<file path="src/rtl/usr_shift_controller_pkg.sv">
// -----------------------------------------------------------------------------
// usr_shift_controller_pkg
// Shared definitions for the universal-shift-register command sequencer:
//   - command opcode encodings (ROR / SLL / PASS / CLEAR)
//   - shift-register mode select constants (HOLD / ROTR / SHL / LOAD)
//   - sequencer FSM state encoding
//   - helper mapping a shift opcode to the register mode that performs it
// -----------------------------------------------------------------------------
package usr_shift_controller_pkg;

    // Command opcodes as presented on cmd_op
    localparam logic [1:0] OP_ROR   = 2'b00;
    localparam logic [1:0] OP_SLL   = 2'b01;
    localparam logic [1:0] OP_PASS  = 2'b10;
    localparam logic [1:0] OP_CLEAR = 2'b11;

    // Mode select values understood by the universal shift register
    localparam logic [1:0] USR_HOLD = 2'b00;
    localparam logic [1:0] USR_ROTR = 2'b01;
    localparam logic [1:0] USR_SHL  = 2'b10;
    localparam logic [1:0] USR_LOAD = 2'b11;

    typedef enum logic [2:0] {
        ST_IDLE  = 3'd0,
        ST_LOAD  = 3'd1,
        ST_SHIFT = 3'd2,
        ST_CLR   = 3'd3,
        ST_RESP  = 3'd4
    } state_e;

    // Register mode that applies one step of the given shift opcode.
    // Non-shift opcodes map to HOLD so a stray call can never disturb the register.
    function automatic logic [1:0] shift_mode(input logic [1:0] op);
        logic [1:0] mode;
        case (op)
            OP_ROR:  mode = USR_ROTR;
            OP_SLL:  mode = USR_SHL;
            default: mode = USR_HOLD;
        endcase
        return mode;
    endfunction

endpackage

</file>
<file path="src/rtl/usr_shift_cmd_buf.sv">
// -----------------------------------------------------------------------------
// usr_shift_cmd_buf
// One-entry command buffer used when USR_SHIFT_CTRL_CMD_BUF_EN is defined.
// Holds op/amt/data of a command accepted while the sequencer is busy.
// A write and a read on the same edge leave the buffer full with the new entry.
// Ports:
//   clk, Rst_n        clock, asynchronous active-low reset (clears full)
//   wr_en             store wr_op/wr_amt/wr_data
//   rd_en             consume the stored entry
//   wr_op/amt/data    entry to store
//   full              entry present
//   rd_op/amt/data    stored entry (registered)
// -----------------------------------------------------------------------------
module usr_shift_cmd_buf #(
    parameter int WIDTH = 8,
    parameter int AMT_W = 3
) (
    input  logic             clk,
    input  logic             Rst_n,
    input  logic             wr_en,
    input  logic             rd_en,
    input  logic [1:0]       wr_op,
    input  logic [AMT_W-1:0] wr_amt,
    input  logic [WIDTH-1:0] wr_data,
    output logic             full,
    output logic [1:0]       rd_op,
    output logic [AMT_W-1:0] rd_amt,
    output logic [WIDTH-1:0] rd_data
);

    logic             full_r;
    logic [1:0]       op_r;
    logic [AMT_W-1:0] amt_r;
    logic [WIDTH-1:0] data_r;

    // Entry storage and occupancy; a write wins over a simultaneous read
    always_ff @(posedge clk or negedge Rst_n) begin
        if (!Rst_n) begin
            full_r <= 1'b0;
            op_r   <= 2'b00;
            amt_r  <= '0;
            data_r <= '0;
        end else if (wr_en) begin
            full_r <= 1'b1;
            op_r   <= wr_op;
            amt_r  <= wr_amt;
            data_r <= wr_data;
        end else if (rd_en) begin
            full_r <= 1'b0;
        end else begin
            full_r <= full_r;
        end
    end

    assign full    = full_r;
    assign rd_op   = op_r;
    assign rd_amt  = amt_r;
    assign rd_data = data_r;

endmodule

</file>
<file path="src/rtl/usr_shift_controller.sv">
// -----------------------------------------------------------------------------
// usr_shift_controller
// Command sequencer for an external universal shift register. Each accepted
// command parallel-loads its operand, applies cmd_amt rotate/shift steps (or a
// single synchronous clear) and returns the register contents on a
// valid/ready response channel.
//
// Optional build macro: USR_SHIFT_CTRL_CMD_BUF_EN
//   Adds a one-entry command buffer so a new command may be accepted while a
//   previous one is in flight; the buffered command launches on the response
//   handshake edge, skipping IDLE. cmd_ready is then ~buffer_full.
//
// Ports:
//   clk, Rst_n                 clock, asynchronous active-low reset
//   cmd_valid/cmd_ready        command handshake
//   cmd_op/cmd_amt/cmd_data    opcode, step count, operand
//   usr_sel/usr_datain/usr_clr mode select, load value, sync clear (registered)
//   usr_dataout                shift register contents
//   rsp_valid/rsp_ready        response handshake
//   rsp_data                   result (shift register contents)
// -----------------------------------------------------------------------------
module usr_shift_controller
    import usr_shift_controller_pkg::*;
#(
    parameter int WIDTH = 8,
    parameter int AMT_W = 3
) (
    input  logic             clk,
    input  logic             Rst_n,
    input  logic             cmd_valid,
    output logic             cmd_ready,
    input  logic [1:0]       cmd_op,
    input  logic [AMT_W-1:0] cmd_amt,
    input  logic [WIDTH-1:0] cmd_data,
    output logic [1:0]       usr_sel,
    output logic [WIDTH-1:0] usr_datain,
    output logic             usr_clr,
    input  logic [WIDTH-1:0] usr_dataout,
    output logic             rsp_valid,
    input  logic             rsp_ready,
    output logic [WIDTH-1:0] rsp_data
);

    localparam logic [AMT_W-1:0] CNT_ZERO = '0;
    localparam logic [AMT_W-1:0] CNT_ONE  = AMT_W'(1);

    state_e           state_r;
    logic [AMT_W-1:0] cnt_r;
    logic [1:0]       op_r;
    logic [AMT_W-1:0] amt_r;
    logic [WIDTH-1:0] data_r;
    logic [1:0]       usr_sel_r;
    logic             usr_clr_r;
    logic             rsp_valid_r;

    // Command launch: when a command starts this edge, and where it comes from
    logic             start_s;
    logic [1:0]       src_op_s;
    logic [AMT_W-1:0] src_amt_s;
    logic [WIDTH-1:0] src_data_s;

    // First state/outputs of a launched command
    state_e           launch_state_s;
    logic [1:0]       launch_sel_s;
    logic             launch_clr_s;

`ifdef USR_SHIFT_CTRL_CMD_BUF_EN
    logic             buf_full_s;
    logic             buf_wr_s;
    logic             buf_rd_s;
    logic [1:0]       buf_op_s;
    logic [AMT_W-1:0] buf_amt_s;
    logic [WIDTH-1:0] buf_data_s;

    usr_shift_cmd_buf #(
        .WIDTH (WIDTH),
        .AMT_W (AMT_W)
    ) u_cmd_buf (
        .clk     (clk),
        .Rst_n   (Rst_n),
        .wr_en   (buf_wr_s),
        .rd_en   (buf_rd_s),
        .wr_op   (cmd_op),
        .wr_amt  (cmd_amt),
        .wr_data (cmd_data),
        .full    (buf_full_s),
        .rd_op   (buf_op_s),
        .rd_amt  (buf_amt_s),
        .rd_data (buf_data_s)
    );

    // IDLE takes commands straight from the bus; while busy they park in the
    // buffer and a full buffer launches on the response handshake edge.
    always_comb begin
        start_s    = 1'b0;
        buf_wr_s   = 1'b0;
        buf_rd_s   = 1'b0;
        src_op_s   = cmd_op;
        src_amt_s  = cmd_amt;
        src_data_s = cmd_data;
        if (state_r == ST_IDLE) begin
            start_s = cmd_valid & ~buf_full_s;
        end else begin
            buf_wr_s   = cmd_valid & ~buf_full_s;
            buf_rd_s   = (state_r == ST_RESP) & rsp_ready & buf_full_s;
            start_s    = buf_rd_s;
            src_op_s   = buf_op_s;
            src_amt_s  = buf_amt_s;
            src_data_s = buf_data_s;
        end
    end

    assign cmd_ready = ~buf_full_s;
`else
    logic cmd_ready_r;

    // Commands are only taken from the bus in IDLE
    always_comb begin
        start_s    = (state_r == ST_IDLE) & cmd_valid & cmd_ready_r;
        src_op_s   = cmd_op;
        src_amt_s  = cmd_amt;
        src_data_s = cmd_data;
    end

    // Registered cmd_ready: drops on accept, rises on the response handshake
    always_ff @(posedge clk or negedge Rst_n) begin
        if (!Rst_n) begin
            cmd_ready_r <= 1'b1;
        end else if (start_s) begin
            cmd_ready_r <= 1'b0;
        end else if ((state_r == ST_RESP) && rsp_ready) begin
            cmd_ready_r <= 1'b1;
        end else begin
            cmd_ready_r <= cmd_ready_r;
        end
    end

    assign cmd_ready = cmd_ready_r;
`endif

    // CLEAR goes straight to the clear pulse; everything else loads first
    always_comb begin
        if (src_op_s == OP_CLEAR) begin
            launch_state_s = ST_CLR;
            launch_sel_s   = USR_HOLD;
            launch_clr_s   = 1'b1;
        end else begin
            launch_state_s = ST_LOAD;
            launch_sel_s   = USR_LOAD;
            launch_clr_s   = 1'b0;
        end
    end

    // Sequencer FSM; every register-facing output is set on the edge that
    // enters the state it belongs to, so outputs never depend on cmd_*/rsp_ready
    // combinationally.
    always_ff @(posedge clk or negedge Rst_n) begin
        if (!Rst_n) begin
            state_r     <= ST_IDLE;
            cnt_r       <= '0;
            op_r        <= 2'b00;
            amt_r       <= '0;
            data_r      <= '0;
            usr_sel_r   <= USR_HOLD;
            usr_clr_r   <= 1'b0;
            rsp_valid_r <= 1'b0;
        end else begin
            case (state_r)
                ST_IDLE: begin
                    if (start_s) begin
                        op_r      <= src_op_s;
                        amt_r     <= src_amt_s;
                        data_r    <= src_data_s;
                        state_r   <= launch_state_s;
                        usr_sel_r <= launch_sel_s;
                        usr_clr_r <= launch_clr_s;
                    end else begin
                        state_r   <= ST_IDLE;
                        usr_sel_r <= USR_HOLD;
                        usr_clr_r <= 1'b0;
                    end
                end
                ST_LOAD: begin
                    // Register takes usr_datain at this edge
                    cnt_r <= amt_r;
                    if ((op_r == OP_PASS) || (amt_r == CNT_ZERO)) begin
                        state_r     <= ST_RESP;
                        usr_sel_r   <= USR_HOLD;
                        rsp_valid_r <= 1'b1;
                    end else begin
                        state_r   <= ST_SHIFT;
                        usr_sel_r <= shift_mode(op_r);
                    end
                end
                ST_SHIFT: begin
                    // The edge seen with cnt_r==1 applies the last step
                    cnt_r <= cnt_r - CNT_ONE;
                    if (cnt_r <= CNT_ONE) begin
                        state_r     <= ST_RESP;
                        usr_sel_r   <= USR_HOLD;
                        rsp_valid_r <= 1'b1;
                    end else begin
                        state_r   <= ST_SHIFT;
                        usr_sel_r <= shift_mode(op_r);
                    end
                end
                ST_CLR: begin
                    state_r     <= ST_RESP;
                    usr_clr_r   <= 1'b0;
                    usr_sel_r   <= USR_HOLD;
                    rsp_valid_r <= 1'b1;
                end
                ST_RESP: begin
                    if (rsp_ready) begin
                        rsp_valid_r <= 1'b0;
                        if (start_s) begin
                            op_r      <= src_op_s;
                            amt_r     <= src_amt_s;
                            data_r    <= src_data_s;
                            state_r   <= launch_state_s;
                            usr_sel_r <= launch_sel_s;
                            usr_clr_r <= launch_clr_s;
                        end else begin
                            state_r   <= ST_IDLE;
                            usr_sel_r <= USR_HOLD;
                        end
                    end else begin
                        state_r     <= ST_RESP;
                        usr_sel_r   <= USR_HOLD;
                        rsp_valid_r <= 1'b1;
                    end
                end
                default: begin
                    state_r     <= ST_IDLE;
                    cnt_r       <= '0;
                    usr_sel_r   <= USR_HOLD;
                    usr_clr_r   <= 1'b0;
                    rsp_valid_r <= 1'b0;
                end
            endcase
        end
    end

    assign usr_sel    = usr_sel_r;
    assign usr_datain = data_r;
    assign usr_clr    = usr_clr_r;
    assign rsp_valid  = rsp_valid_r;
    // The register holds in RESP, so its contents are the result
    assign rsp_data   = usr_dataout;

endmodule

</file>
<file path="config.mk">
export PLATFORM = sky130hd
export DESIGN_NAME = usr_shift_controller
export DESIGN_NICKNAME = d
export VERILOG_FILES = /design/src/rtl/usr_shift_controller_pkg.sv /design/src/rtl/usr_shift_cmd_buf.sv /design/src/rtl/usr_shift_controller.sv
export SDC_FILE = /design/constraint.sdc
export NUM_CORES = 1
export LEC_CHECK = 0
export ABC_AREA = 1
export BUFFER_PORTS_ARGS = -buffer_cell sky130_fd_sc_hd__buf_2
export CAP_MARGIN = 20
export CORE_MARGIN = 10
export CORE_UTILIZATION = 50
export DETAILED_ROUTE_END_ITERATION = 8
export PLACE_DENSITY = 0.85
export SLEW_MARGIN = 20
export SYNTH_ARGS = -nofsm -noshare
export SYNTH_HDL_FRONTEND = slang
export SYNTH_SLANG_ARGS = --single-unit
</file>
<file path="constraint.sdc">
create_clock -name clk -period 2.9 [get_ports clk]
set_input_delay 0.435 -clock clk [delete_from_list [all_inputs] [get_ports clk]]
set_output_delay 0.435 -clock clk [all_outputs]
set_load 0.02 [all_outputs]
</file>
# Yosys cells after proc, flatten, opt, wreduce, memory -nomap -nowiden
# Cells that the tools add are included.
# totals
out_inout_bits	21
register_bits	24
elab_cells	72
in_bits	25
# op_classes
eq_ne	11
reduce_logical	12
muxes	34
n_bitwise	4
n_lt_le_gt_ge	1
n_addsub	1
# op_table
op	n
2-to-1 mux 2 bit	9
2-to-1 mux 8 bit	2
one-hot mux 8 bit (2 select lines)	1
2-to-1 mux 3 bit	5
one-hot mux 3 bit (5 select lines)	1
2-to-1 mux 1 bit	9
one-hot mux 3 bit (3 select lines)	1
inequality test 2 bit, second input constant	4
one-hot mux 2 bit (2 select lines)	2
one-hot mux 2 bit (4 select lines)	1
equality test 3 x 2 -> 1 bit, second input constant	2
logical NOT 3 bit	2
one-hot mux 3 bit (2 select lines)	1
AND reduction 3 bit	2
one-hot mux 1 bit (5 select lines)	1
equality test 2 bit, second input constant	2
nonzero test 2 bit	2
equality test 3 x 1 -> 1 bit, second input constant	1
equality test 3 bit, second input constant	1
less-or-equal comparator 3 x 1 -> 1 bit, second input constant	1
one-hot mux 1 bit (3 select lines)	1
OR reduction 3 bit	1
subtractor 3 x 1 -> 3 bit, second input constant	1
bitwise AND 1 bit	2
other kinds (7)	8

# Longest topological paths before layout
# depth
word_depth	6
ltp_mapped	8
mapped_depth_nobuf	8

# Least setup slack after synthesis
# OpenSTA, ideal clock, no wires.
# synth_path
path_kind	reg2reg
startpoint	register cmd_ready_r, in the netlist cmd_ready
endpoint	register data_r[0], in the netlist usr_datain[0]
setup_time_ps	116
t_arrival_ps	994
path_buffers	1
synth_period_minus_slack_ps	1111
required_time_ps	2784
setup_slack_ps	1789
stages_incl_launch_ff	5
path_cell_list	dfstp_2 > nand4_1 > buf_2 > nand2_1 > nand2_1
# synth_via
elab_chain_cells	4
# synth_rtl
element	line	rtl
start: declaration	usr_shift_controller.sv:115	logic cmd_ready_r;
start signal: assignment	usr_shift_controller.sv:134	cmd_ready_r <= cmd_ready_r;
bitwise AND 1 bit (*)	usr_shift_controller.sv:119	start_s = (state_r == ST_IDLE) & cmd_valid & cmd_ready_r;
2-to-1 mux 8 bit (*)	-	
2-to-1 mux 8 bit	-	
one-hot mux 8 bit (2 select lines) (*)	-	
end signal: assignment	usr_shift_controller.sv:173	data_r <= src_data_s;
end signal: assignment	usr_shift_controller.sv:219	data_r <= src_data_s;
end: declaration	usr_shift_controller.sv:51	logic [WIDTH-1:0] data_r;
# Mark *: on every way between the ends. The rest lies on a longest branch, timed or not. The select of a mux whose other input is x is not followed.
# A chain may end at the register's enable or synchronous reset.

# Final worst setup path
# layout_path
startpoint	register state_r[1]
endpoint	register usr_clr_r, in the netlist usr_clr
# layout_via
elab_chain_cells	5
word_cells_on_any_way	13
classes_between	eq/ne (5); mux (2); bitwise (3); reduce/logical (3)
# layout_rtl
element	line	rtl
start: declaration	usr_shift_controller.sv:47	state_e state_r;
start signal: assignment	usr_shift_controller.sv:174	state_r <= launch_state_s;
start signal: assignment	usr_shift_controller.sv:220	state_r <= launch_state_s;
logical NOT 3 bit	usr_shift_controller.sv:119, usr_shift_controller.sv:168	
bitwise AND 1 bit (2 in series)	usr_shift_controller.sv:119	
2-to-1 mux 1 bit or inequality test 2 bit (tied branches)	-	
one-hot mux 1 bit (3 select lines) or AND reduction 3 bit (tied branches)	-	
end signal: assignment	usr_shift_controller.sv:176	usr_clr_r <= launch_clr_s;
end signal: assignment	usr_shift_controller.sv:222	usr_clr_r <= launch_clr_s;
end: declaration	usr_shift_controller.sv:53	logic usr_clr_r;
# Parallel ways exist; a longest one is shown, timed or not.

==> metrics list <==
- The final count of hold timing violations is 0.
- Clock transition at path regs: 0.13 ns
- Inserted Clock Buffers: 3
- CTS hold repair buffers: 0
* Count of unresolved DRC violations after routing: 0
* First DRT Iteration DRCs: 26
- For the pin with the worst max-slew slack, the measured transition is 0.507 ns.
- Number of diodes: 0
* Power per standard cell area: 1020 nW/µm²
- Final std cell area, no fill: 1270 µm²
- Clock skew on the completed layout was measured at 0.00311 ns.
* Path type of the worst setup path: reg -> reg
- After Yosys synthesis, and, or, nand and nor cells account for 27.3% of the synthesized area.
- Entering global routing, the biggest net connects 25 pins.
- Total detailed-routing wirelength: 2.48 mm
- The later pin in the worst-skew pair is clocked with a latency of 0.32 ns.
* Synthesis warning total: 0
- Aggregate negative setup slack: 0 ns
* Antenna-violating nets left: 0
* Post-route total power: 1.31 mW
- Initial core utilization: 52.3%
- Global routing finished with a remaining overflow of 0.
- First-pass detailed-route iteration total: 4
- Count of unique library cells instantiated by Yosys: 18
- Family of cells with the greatest summed delay on the critical path: simple AND/OR/NAND/NOR gates
- STA puts the critical path data required time at 3.17 ns.
* TritonCTS clock tree: yes
- After clock tree synthesis, the repair step resized 0 gates.
- The number of max-slew violations in the final report came to 0.
* Instance count of the mapped netlist: 138
- The path class of the tightest hold or removal check is in -> async.
- The wire-length estimate of the detail-placed layout is 2.05 mm.
- The congestion estimate from routability-driven global placement came to 0.851.
- Post-place instance area: 1240 µm²
- Across all setup checks in the final design, the least slack found is 1.22 ns.
- For this run, the slowest stage of the critical path takes 0.47 ns.
- Die ar.: 4600 µm²
* Layout cells sized above 1: 23.1%
* Maximum fanout encountered on the critical timing path: 20
* Row count: 17
- Highest-count cells in the layout ignoring fill and taps: nand2_1, buf_2, dfrtp_1
- Data arrives at the worst endpoint at 1.95 ns.
* Layout-stage area growth over the synthesis result: 11.3%
- Number of max-cap violations: 0
- At the end of the flow the core is filled with cells to 58.1%.
- Across all hold checks on the routed design, the worst slack comes to 0.0649 ns.
- Number of buffer cells added on primary ports: 29
* Final standard cell count with taps included and fillers excluded: 188
- STA classifies the critical path endpoint as a register.
* Static Leak: 0.752 nW
* Proportion of synthesized area in mux cells: 0%
- Startpoint type of the worst setup path: register
- Cell type of the slowest stage on the worst timing path: dfrtp_1
- No sink is reached through more buffers than the 2 on the longest clock path.
- Sequential elements use 52.6% of the synthesized area.
- Number of placed I/O pins: 46
- CTS built an H-tree with a depth of 1.
- Highest ir drop seen on vdd: 560 µV
- The number of buffers and inverters on the critical path is 1.
- When the netlist entered floorplanning its net count stood at 165.
- The synthesized netlist devotes 0.765% of its cell area to XOR and XNOR gates.
* DR vias: 950
- In this run the tightest slew margin relative to its limit is 66.2%.
- The worst path in the final design needs a cycle of 1.68 ns, including I/O delays and setup.
* Sequence of cells on the critical path: nor2_2, nand4_1, inv_2, nand3_2, nand2_1
* Layout Nets: 188
* Number of sinks on the clock net: 24
* Largest family of logic cells by synthesized area: simple AND/OR/NAND/NOR gates
- After Yosys synthesis, full adders, half adders and majority gates account for 2.19% of the synthesized area.
- Initial antenna violation count: 0
* Post-CTS setup buffer count: 0
* RSZ-0062 raised after global routing: no
* Mean post-synth cell area: 8.30 µm²
* Pre-CTS setup slack: 1.20 ns
* Combined area of all synthesized cells: 1140 µm²
- Area fraction in compound gates after synthesis: 4.92%
* Post-Place Cells: 184
* Number of storage elements in the synthesis netlist: 24
* Most frequent standard cell in the layout excluding fill and tap cells: nand2_1
* Vertical die dimension: 67.9 µm
- Derived from the worst setup path, the maximum achievable clock frequency is 0.594 GHz.
- Global-route wire length before repair: 4.06 mm
- CTS placed an instance of clkbuf_4 at the clock tree root.
- After detailed routing, the average wire length per cell comes to 13.2 µm.
* Drt via density: 5.05
- In the global route stage, overall resource usage came out at 11.2%.
* Core footprint: 2190 µm²
* Number of global-route vias before repair: 960
- Die width: 67.9 µm
- Ratio of final minimum period to clock period: 58.0%
- Status: finished clean
- Final setup violating endpoints: 0
-- flip-flops by register name, summed over array words and instances, names as in the netlist --
| signal | count |
|---|---|
| usr_clr | 1 |
| state_r | 3 |
| amt_r | 3 |
| cmd_ready | 1 |
| op_r | 2 |
| usr_datain | 8 |
| cnt_r | 3 |
| usr_sel | 2 |
| rsp_valid | 1 |
-- path summary, 6_finish.rpt --
path / endpoint / cells after the start / slack [ns] / startpoint
max in group asynchronous: cmd_ready$_DFFE_PN1P_ / 1 / 2.48 / Rst_n
min reg2reg: rsp_valid$_DFFE_PN0P_ / 2 / 0.49 / rsp_valid$_DFFE_PN0P_
min in group clk: usr_datain[5]$_DFFE_PN0P_ / 3 / 0.30 / cmd_data[5]
min: cnt_r[0]$_DFFE_PN0N_ / 1 / 0.06 / Rst_n
max: usr_clr$_DFFE_PN0P_ / 5 / 1.22 / state_r[1]$_DFF_PN0_
max reg2reg: usr_clr$_DFFE_PN0P_ / 5 / 1.22 / state_r[1]$_DFF_PN0_
-- cells in the mapped netlist --
library cell,number,area [µm²]
nand2_1,58,218
dfrtp_1,23,576
inv_1,13,48.8
buf_4,8,60.1
nand3_1,8,40.0
nor2_1,6,22.5
o21ai_0,6,30.0
o221ai_1,3,26.3
buf_6,2,22.5
ha_1,2,25.0
nor3_1,2,10.0
buf_2,1,5.00
dfstp_2,1,26.3
inv_2,1,3.75
nand3_2,1,10.0
nand4_1,1,6.26
nor2_2,1,6.26
xnor2_1,1,8.76
-- logic make-up (layout without fill, tap and decap cells) --
group / count (synthesis) / after routing
flops: 24 / 24
compound gates: 9 / 9
xor+xnor: 1 / 1
buf+inv: 25 / 47
simple gates: 77 / 77
fa+ha+maj: 2 / 2
-- where the power goes --
| group | total (mW) | internal (mW) | switching [mW] |
|---|---|---|---|
| combinational | 0.568 | 0.194 | 0.373 |
| clock | 0.176 | 0.0769 | 0.0992 |
| sequential | 0.561 | 0.481 | 0.0807 |
| total | 1.31 | 0.752 | 0.553 |
-- metal layers --
metal / GRT usage [%] / routed length [µm]
met2: 19.0 / 1160
met3: 4.89 / 271
met1: 12.3 / 1030
met4: 3.77 / 30
met5: 0 / 0
-- final cells by class --
| cell class | count | area, µm² |
|---|---|---|
| Inverter | 14 | 52.6 |
| Timing Repair Buffer | 29 | 145 |
| Clock buffer | 4 | 36.3 |
| Multi-Input combinational cell | 89 | 403 |
| Fill cell | 210 | 917 |
| Sequential cell | 24 | 602 |
| Tap cell | 28 | 35.0 |
Power figures use the tool's default switching activity.
